[src/rtl/conv_arbiter_if.sv]
// conv_arbiter_if -- bundle of the request, shared-converter and response
// signals of conv_arbiter.
//   slave  : the arbiter side (takes requests and conv_out, drives the rest)
//   master : the environment side (requesters, converter, responders)
interface conv_arbiter_if #(parameter int W = 4);
  logic         req0_valid, req1_valid;
  logic         req0_ready, req1_ready;
  logic [W-1:0] req0_data,  req1_data;
  logic         req0_mode,  req1_mode;
  logic [W-1:0] conv_in;
  logic         conv_mode;
  logic [W-1:0] conv_out;
  logic         rsp0_valid, rsp1_valid;
  logic         rsp0_ready, rsp1_ready;
  logic [W-1:0] rsp_data;
  logic         busy;
  logic [7:0]   done_cnt;

  modport slave (
    input  req0_valid, req1_valid, req0_data, req1_data, req0_mode, req1_mode,
    input  conv_out, rsp0_ready, rsp1_ready,
    output req0_ready, req1_ready, conv_in, conv_mode,
    output rsp0_valid, rsp1_valid, rsp_data, busy, done_cnt
  );

  modport master (
    output req0_valid, req1_valid, req0_data, req1_data, req0_mode, req1_mode,
    output conv_out, rsp0_ready, rsp1_ready,
    input  req0_ready, req1_ready, conv_in, conv_mode,
    input  rsp0_valid, rsp1_valid, rsp_data, busy, done_cnt
  );
endinterface

[src/rtl/conv_arbiter.sv]
// conv_arbiter -- round-robin arbiter sharing one combinational
// binary<->Gray converter between two requesters.
//   clk  : clock, rising edge
//   rst  : asynchronous active-high reset
//   bus  : conv_arbiter_if.slave
//          req{0,1}_{valid,ready,data,mode} : request channels (mode 0 = bin->Gray, 1 = Gray->bin)
//          conv_in/conv_mode -> converter, conv_out <- converter
//          rsp{0,1}_{valid,ready}, rsp_data : response channels (shared data)
//          busy : FSM not IDLE ; done_cnt : completed transactions, wraps
// One transaction takes IDLE (accept) -> CONV (capture conv_out) -> RESP
// (hold until consumed), so peak rate is one per three cycles.
module conv_arbiter #(
  parameter int W = 4
) (
  input  logic          clk,
  input  logic          rst,
  conv_arbiter_if.slave bus
);

  typedef enum logic [1:0] {IDLE, CONV, RESP} state_t;

  state_t state;
  logic   gnt_id;
  logic   last_id;
  logic   pick;
  logic   any_vld;
  logic   rsp_hs;

  // Round-robin: a lone requester wins; on contention the one not served
  // last wins. last_id resets to 1 so requester 0 wins the first tie.
  always_comb begin
    pick = 1'b0;
    if (bus.req0_valid && bus.req1_valid) pick = ~last_id;
    else if (bus.req1_valid)              pick = 1'b1;
  end

  assign any_vld = bus.req0_valid | bus.req1_valid;

  // Ready is combinational in IDLE; gated by rst so it reads 0 during reset.
  assign bus.req0_ready = !rst && (state == IDLE) && bus.req0_valid && !pick;
  assign bus.req1_ready = !rst && (state == IDLE) && bus.req1_valid &&  pick;

  assign bus.busy = (state != IDLE);

  // Only the granted channel's ready counts; the other is ignored.
  assign rsp_hs = gnt_id ? (bus.rsp1_valid && bus.rsp1_ready)
                         : (bus.rsp0_valid && bus.rsp0_ready);

  always_ff @(posedge clk or posedge rst) begin
    if (rst) begin
      state          <= IDLE;
      gnt_id         <= 1'b0;
      last_id        <= 1'b1;
      bus.conv_in    <= '0;
      bus.conv_mode  <= 1'b0;
      bus.rsp_data   <= '0;
      bus.rsp0_valid <= 1'b0;
      bus.rsp1_valid <= 1'b0;
      bus.done_cnt   <= 8'd0;
    end else begin
      case (state)
        IDLE: if (any_vld) begin
          bus.conv_in   <= pick ? bus.req1_data : bus.req0_data;
          bus.conv_mode <= pick ? bus.req1_mode : bus.req0_mode;
          gnt_id        <= pick;
          state         <= CONV;
        end
        CONV: begin
          bus.rsp_data   <= bus.conv_out;
          bus.rsp0_valid <= !gnt_id;
          bus.rsp1_valid <=  gnt_id;
          state          <= RESP;
        end
        RESP: if (rsp_hs) begin
          bus.rsp0_valid <= 1'b0;
          bus.rsp1_valid <= 1'b0;
          last_id        <= gnt_id;
          bus.done_cnt   <= bus.done_cnt + 8'd1;
          state          <= IDLE;
        end
        default: state <= IDLE;
      endcase
    end
  end

endmodule

[src/flat_wrapper.sv]
// flat-port wrapper written by rule: the top's interface ports become plain ports
module conv_arbiter_flat 
#(
  parameter int W = 4
)
  (clk, rst, bus_req0_valid, bus_req1_valid, bus_req0_data, bus_req1_data, bus_req0_mode, bus_req1_mode, bus_conv_out, bus_rsp0_ready, bus_rsp1_ready, bus_req0_ready, bus_req1_ready, bus_conv_in, bus_conv_mode, bus_rsp0_valid, bus_rsp1_valid, bus_rsp_data, bus_busy, bus_done_cnt);
  conv_arbiter_if #(.W(W)) bus_i ();
  input  logic clk;
  input  logic rst;
  input wire logic [$bits(bus_i.req0_valid)-1:0] bus_req0_valid;
  input wire logic [$bits(bus_i.req1_valid)-1:0] bus_req1_valid;
  input wire logic [$bits(bus_i.req0_data)-1:0] bus_req0_data;
  input wire logic [$bits(bus_i.req1_data)-1:0] bus_req1_data;
  input wire logic [$bits(bus_i.req0_mode)-1:0] bus_req0_mode;
  input wire logic [$bits(bus_i.req1_mode)-1:0] bus_req1_mode;
  input wire logic [$bits(bus_i.conv_out)-1:0] bus_conv_out;
  input wire logic [$bits(bus_i.rsp0_ready)-1:0] bus_rsp0_ready;
  input wire logic [$bits(bus_i.rsp1_ready)-1:0] bus_rsp1_ready;
  output wire logic [$bits(bus_i.req0_ready)-1:0] bus_req0_ready;
  output wire logic [$bits(bus_i.req1_ready)-1:0] bus_req1_ready;
  output wire logic [$bits(bus_i.conv_in)-1:0] bus_conv_in;
  output wire logic [$bits(bus_i.conv_mode)-1:0] bus_conv_mode;
  output wire logic [$bits(bus_i.rsp0_valid)-1:0] bus_rsp0_valid;
  output wire logic [$bits(bus_i.rsp1_valid)-1:0] bus_rsp1_valid;
  output wire logic [$bits(bus_i.rsp_data)-1:0] bus_rsp_data;
  output wire logic [$bits(bus_i.busy)-1:0] bus_busy;
  output wire logic [$bits(bus_i.done_cnt)-1:0] bus_done_cnt;
  assign bus_i.req0_valid = bus_req0_valid;
  assign bus_i.req1_valid = bus_req1_valid;
  assign bus_i.req0_data = bus_req0_data;
  assign bus_i.req1_data = bus_req1_data;
  assign bus_i.req0_mode = bus_req0_mode;
  assign bus_i.req1_mode = bus_req1_mode;
  assign bus_i.conv_out = bus_conv_out;
  assign bus_i.rsp0_ready = bus_rsp0_ready;
  assign bus_i.rsp1_ready = bus_rsp1_ready;
  assign bus_req0_ready = bus_i.req0_ready;
  assign bus_req1_ready = bus_i.req1_ready;
  assign bus_conv_in = bus_i.conv_in;
  assign bus_conv_mode = bus_i.conv_mode;
  assign bus_rsp0_valid = bus_i.rsp0_valid;
  assign bus_rsp1_valid = bus_i.rsp1_valid;
  assign bus_rsp_data = bus_i.rsp_data;
  assign bus_busy = bus_i.busy;
  assign bus_done_cnt = bus_i.done_cnt;
  conv_arbiter #(.W(W)) u_core (.clk(clk), .rst(rst), .bus(bus_i));
endmodule
[config.mk]
export PLATFORM = sky130hd
export DESIGN_NAME = conv_arbiter_flat
export DESIGN_NICKNAME = d
export VERILOG_FILES = /design/src/rtl/conv_arbiter_if.sv /design/src/rtl/conv_arbiter.sv /design/src/flat_wrapper.sv
export SDC_FILE = /design/constraint.sdc
export NUM_CORES = 1
export LEC_CHECK = 0
export CAP_MARGIN = 20
export CORE_MARGIN = 1.5
export CORE_UTILIZATION = 43
export CTS_BUF_LIST = sky130_fd_sc_hd__clkbuf_16
export CTS_CLUSTER_DIAMETER = 60
export CTS_CLUSTER_SIZE = 30
export DETAILED_ROUTE_END_ITERATION = 8
export PLACE_DENSITY = 0.79
export SETUP_SLACK_MARGIN = 0.15
export SYNTH_ARGS = -nofsm -noshare
export SYNTH_HDL_FRONTEND = slang
export SYNTH_SLANG_ARGS = --single-unit
[constraint.sdc]
create_clock -name clk -period 1.94 [get_ports clk]
set_input_delay 0.194 -clock clk [delete_from_list [all_inputs] [get_ports clk]]
set_output_delay 0.194 -clock clk [all_outputs]
set_load 0.01 [all_outputs]
Word-level counts from Yosys, hierarchy flattened. Index checks and enable logic that the tools add are counted.

Flip-flop bits (word level): 23. Word-level logic and storage cells: 45.

$add $sub $neg: 1. Eq/ne operators: 4. Muxes and demuxes: 11. Bitwise operators: 2. Reductions and logical operators: 18.

Operator list (count): adder 8 x 1 -> 8 bit (second input constant) (1); logical AND 1 bit (8); AND reduction 2 bit (4); one-hot mux 2 bit (3 select lines) (1); 2-to-1 mux 1 bit (5); 2-to-1 mux 2 bit (2); 2-to-1 mux 4 bit (1); inequality test 2 x 1 -> 1 bit (second input constant) (2); one-hot mux 1 bit (2 select lines) (2); nonzero test 2 bit (2); logical NOT 1 bit (3); equality test 2 x 1 -> 1 bit (second input constant) (1); equality test 2 bit (second input constant) (1); logical NOT 2 bit (1); NOT 1 bit (1); bitwise OR 1 bit (1).

Logic depth before layout (Yosys ltp).
Depth after elaboration: 4. Gate-level depth with buffers: 4.

Least setup slack after synthesis. OpenSTA, ideal clock, no wires.

Path kind: register to output. From: reg u_core.state[1]. To: out bus_req0_ready. Arrival: 1.180 ns. Required time: 1.746 ns. Setup slack: 0.566 ns. Stages on the path, launching flop included: 4. Path buffers: 0. Cells stage by stage: dfrtp_1 -> nor2_1 -> inv_1 -> nor4b_1.

Cells in the longest elaborated chain, start to end: 4.

Ends and longest elaborated chain: start: declaration (line conv_arbiter.sv:22) `state_t state;`; start signal: assignment (line conv_arbiter.sv:51) `state <= IDLE;`; start signal: assignment (line conv_arbiter.sv:66) `state <= CONV;`; start signal: assignment (line conv_arbiter.sv:72) `state <= RESP;`; logical NOT 2 bit (line conv_arbiter.sv:40) `assign bus.req0_ready = !rst && (state == IDLE) && bus.req0_valid && !pick;`; logical AND 1 bit (3 in a row) (line conv_arbiter.sv:40); end: declaration (line flat_wrapper.sv:19) `output wire logic [$bits(bus_i.req0_ready)-1:0] bus_req0_ready;`.

No other way between the ends.

Worst setup path after layout.
From: reg u_core.state[0]. To: out bus_req0_ready.

Same word-level chain as after synthesis.

==> results by group <==
Outcome
  – Status: finished clean

Pwr
  – Total design power: 2.379 mW
  – Cell area power density: 1430 nW/um^2
  – Reg power frac: 0.366
  – Logic gate share of total power: 0.444
  – Switching Fraction: 0.3297
  – Psw: 0.7843 mW
  – Leakage: 0.7292 nW
  – Worst VDD drop: 0.9043 mV
  – Internal power: 1.594 mW
  – Clock power share: 0.190

Critical path
  – FF-to-FF path depth: 3
  – CP endpoint kind: output port
  – Critical path arrival: 1.46 ns
  – Worst r2r src: u_core.state[0]
  – Critical R2R Capture: u_core.bus.done_cnt[6]
  – Largest fanout on the critical path: 4
  – Critical Path RT: 1.75 ns
  – Critical path class: reg2out
  – Setup crit start kind: flop
  – Reg2reg setup slack: 0.50 ns

Synth
  – Mapped Avg Cell Area: 13.18 um^2
  – Synthesized flop and latch total: 23
  – Netlist cell types: 29
  – Ys Warns: 0
  – Net count after synthesis: 104
  – Post-synthesis sequential area ratio: 0.5275
  – Syn Inst Count: 83
  – Post-Syn Area: 1094 um^2

Global route
  – Largest net degree at the start of global routing: 24
  – Vias in the first global route: 897
  – First-pass GRT wire length: 4.064 mm
  – Initial antenna violation count: 0
  – Global route overflow: 0
  – Total track usage: 0.2064

Clock tree
  – CTS H-tree depth: 1
  – CTS tree: yes
  – Post-CTS Setup Bufs: 0
  – Clock buffer depth: 2
  – Clock latency at the later pin of the worst-skew pair: 0.26 ns
  – Reg clk slew, reported paths: 0.06 ns
  – CTS Sinks: 23
  – CTS Buf Count: 3
  – Clock root cell: clkbuf_16

Die
  – Die Y: 53.43 um
  – FP Rows: 18
  – Die Span X: 53.43 um
  – Core Footprint: 2432 um^2
  – Full die area: 2855 um^2
  – I/O pin cnt: 42
  – Initial Util: 0.4496

Placed design
  – Inst Count DP: 159
  – I/O Buffers: 41
  – GP Congestion: 0.7078
  – Post-DP Area: 1583 um^2
  – Post-Place Setup Slack: 0.04389 ns
  – Hpwl dp: 1.835 mm

Detailed routing
  – DR DRC count: 0
  – Drt pass-1 iters: 3
  – Routed WL: 2.475 mm
  – DRT iter0 DRCs: 7
  – Routed WL per cell: 15.18 um
  – Vias: 843
  – DRT antenna net count: 0
  – Vias per inst: 5.172

Timing
  – Worst Hold Slack: 0.3249 ns
  – Slew headroom: 0.7733
  – Worst-margin pin slew: 0.3393 ns
  – RSZ-0062 raised after global routing: no
  – Fin. Hold Viols: 0
  – Max-slew violations: 0
  – Total negative slack: 0 ns
  – Worst setup margin: 0.2903 ns
  – Final setup viols: 0
  – Post-route minimum period: 1.650 ns
  – Peak Freq: 606.2 MHz
  – Final critical-path share of the clock period: 0.8504
  – Final Skew: 0.006220 ns

Final layout
  – Post-route cell area: 1663 um^2
  – Final Core Density: 0.6836
  – Final std cells w/o fill: 163
  – Final nets: 155
  – Commonest non-fill, non-tap cell in the layout: clkdlybuf4s50_1
  – Area grow syn2layout: 52.06%
  – Layout cells sized above 1: 0.2481
  – Antenna fix cells: 0
  – Final-layout fill cell count: 197
  – Commonest non-fill, non-tap cells in the layout: clkdlybuf4s50_1 (39), dfrtp_1 (22), mux2_2 (14)

Worst hold path
  – Worst hold path type: in2async

Flow run
  – Max cap viols: 0
[registers in the layout, summed over array words and instances, names as in the netlist]
signal                 count
u_core.bus.conv_mode       1
u_core.bus.conv_in         4
u_core.bus.rsp_data        4
u_core.gnt_id              1
u_core.last_id             1
u_core.bus.rsp0_valid      1
u_core.bus.done_cnt        8
u_core.bus.rsp1_valid      1
u_core.state               2
[power groups by stage]
| stage | combinational, mW | clock (mW) | sequential (mW) |
|---|---|---|---|
| global placement | 1.04 | 0 | 0.859 |
| global route | 1.15 | 0.483 | 0.907 |
| finish | 1.06 | 0.451 | 0.871 |
| floorplan | 0.459 | 0 | 0.916 |
| detailed placement | 1.06 | 0 | 0.870 |
| CTS | 1.08 | 0.457 | 0.870 |
[metal layers]
layer	share of wire	vias up	wire, um	global-route usage
met2	0.53	30	1308	0.3683
met1	0.40	405	981	0.2301
met5	0	-	0	0
li1	-	403	-	-
met3	0.055	5	137	0.03955
met4	0.019	0	48	0.1026
[synth_stat cells, drive strengths merged]
cell      n  area share
a2111oi   3       0.041
a211oi    4       0.027
a21boi    1       0.010
a21oi     1      0.0080
a22o      1      0.0080
and3      1      0.0057
clkbuf    1      0.0034
dfrtp    22        0.50
dfstp     1       0.024
ha        1       0.011
inv       5       0.017
mux2     15        0.15
mux2i     1      0.0092
nand2     4       0.014
nand2b    1      0.0057
nand3     3       0.025
nand3b    1       0.018
nand4     1      0.0057
nand4b    1      0.0080
nor2      3       0.010
nor2b     1      0.0057
nor4b     1      0.0080
o21ai     1      0.0046
o21bai    1      0.0069
o22a      1      0.0080
xnor2     1      0.0080
xor2      6       0.048
[worst max-delay path: stages (launching register included)]
cell           delay, ns
dfrtp_1             0.41
nor2_2              0.17
inv_1               0.07
nor4b_1             0.27
dlygate4sd1_1       0.28
[timing repair]
item                       in CTS  in global routing
resized for setup               3                  2
setup endpoints to repair       2                  1
hold buffers                    0                  0
[how the worst max path moves through the flow]
stage	slack, ns	from	cells after the start	endpoint
CTS	0.26	u_core.state[0]	4	bus_req0_ready
detailed placement	0.04	bus_req0_valid	4	bus_req0_ready
finish	0.29	u_core.state[0]	4	bus_req0_ready
floorplan	0.57	u_core.state[1]	3	bus_req0_ready
global route	0.17	u_core.state[0]	4	bus_req0_ready
global placement	0.12	bus_req0_valid	4	bus_req0_ready
[layout make-up]
cell class / instances / area (um^2) / area share
Inverter: 5 / 18.77 / 0.01129
Clock inverter: 1 / 5.005 / 0.003010
Timing Repair Buffer: 47 / 452.9 / 0.2724
Clock buffer: 3 / 75.07 / 0.04515
Tap cell: 30 / 37.54 / 0.02257
Sequential cell: 23 / 576.8 / 0.3469
Multi-Input combinational cell: 54 / 496.7 / 0.2987
[kinds of logic after synthesis]
logic type	share of synthesized area
flops	0.5275
simple gates	0.1064
mux	0.1636
compound gates	0.1144
xor+xnor	0.05607
buf+inv	0.02059
fa+ha+maj	0.01144
Power figures use the tool's default switching activity.
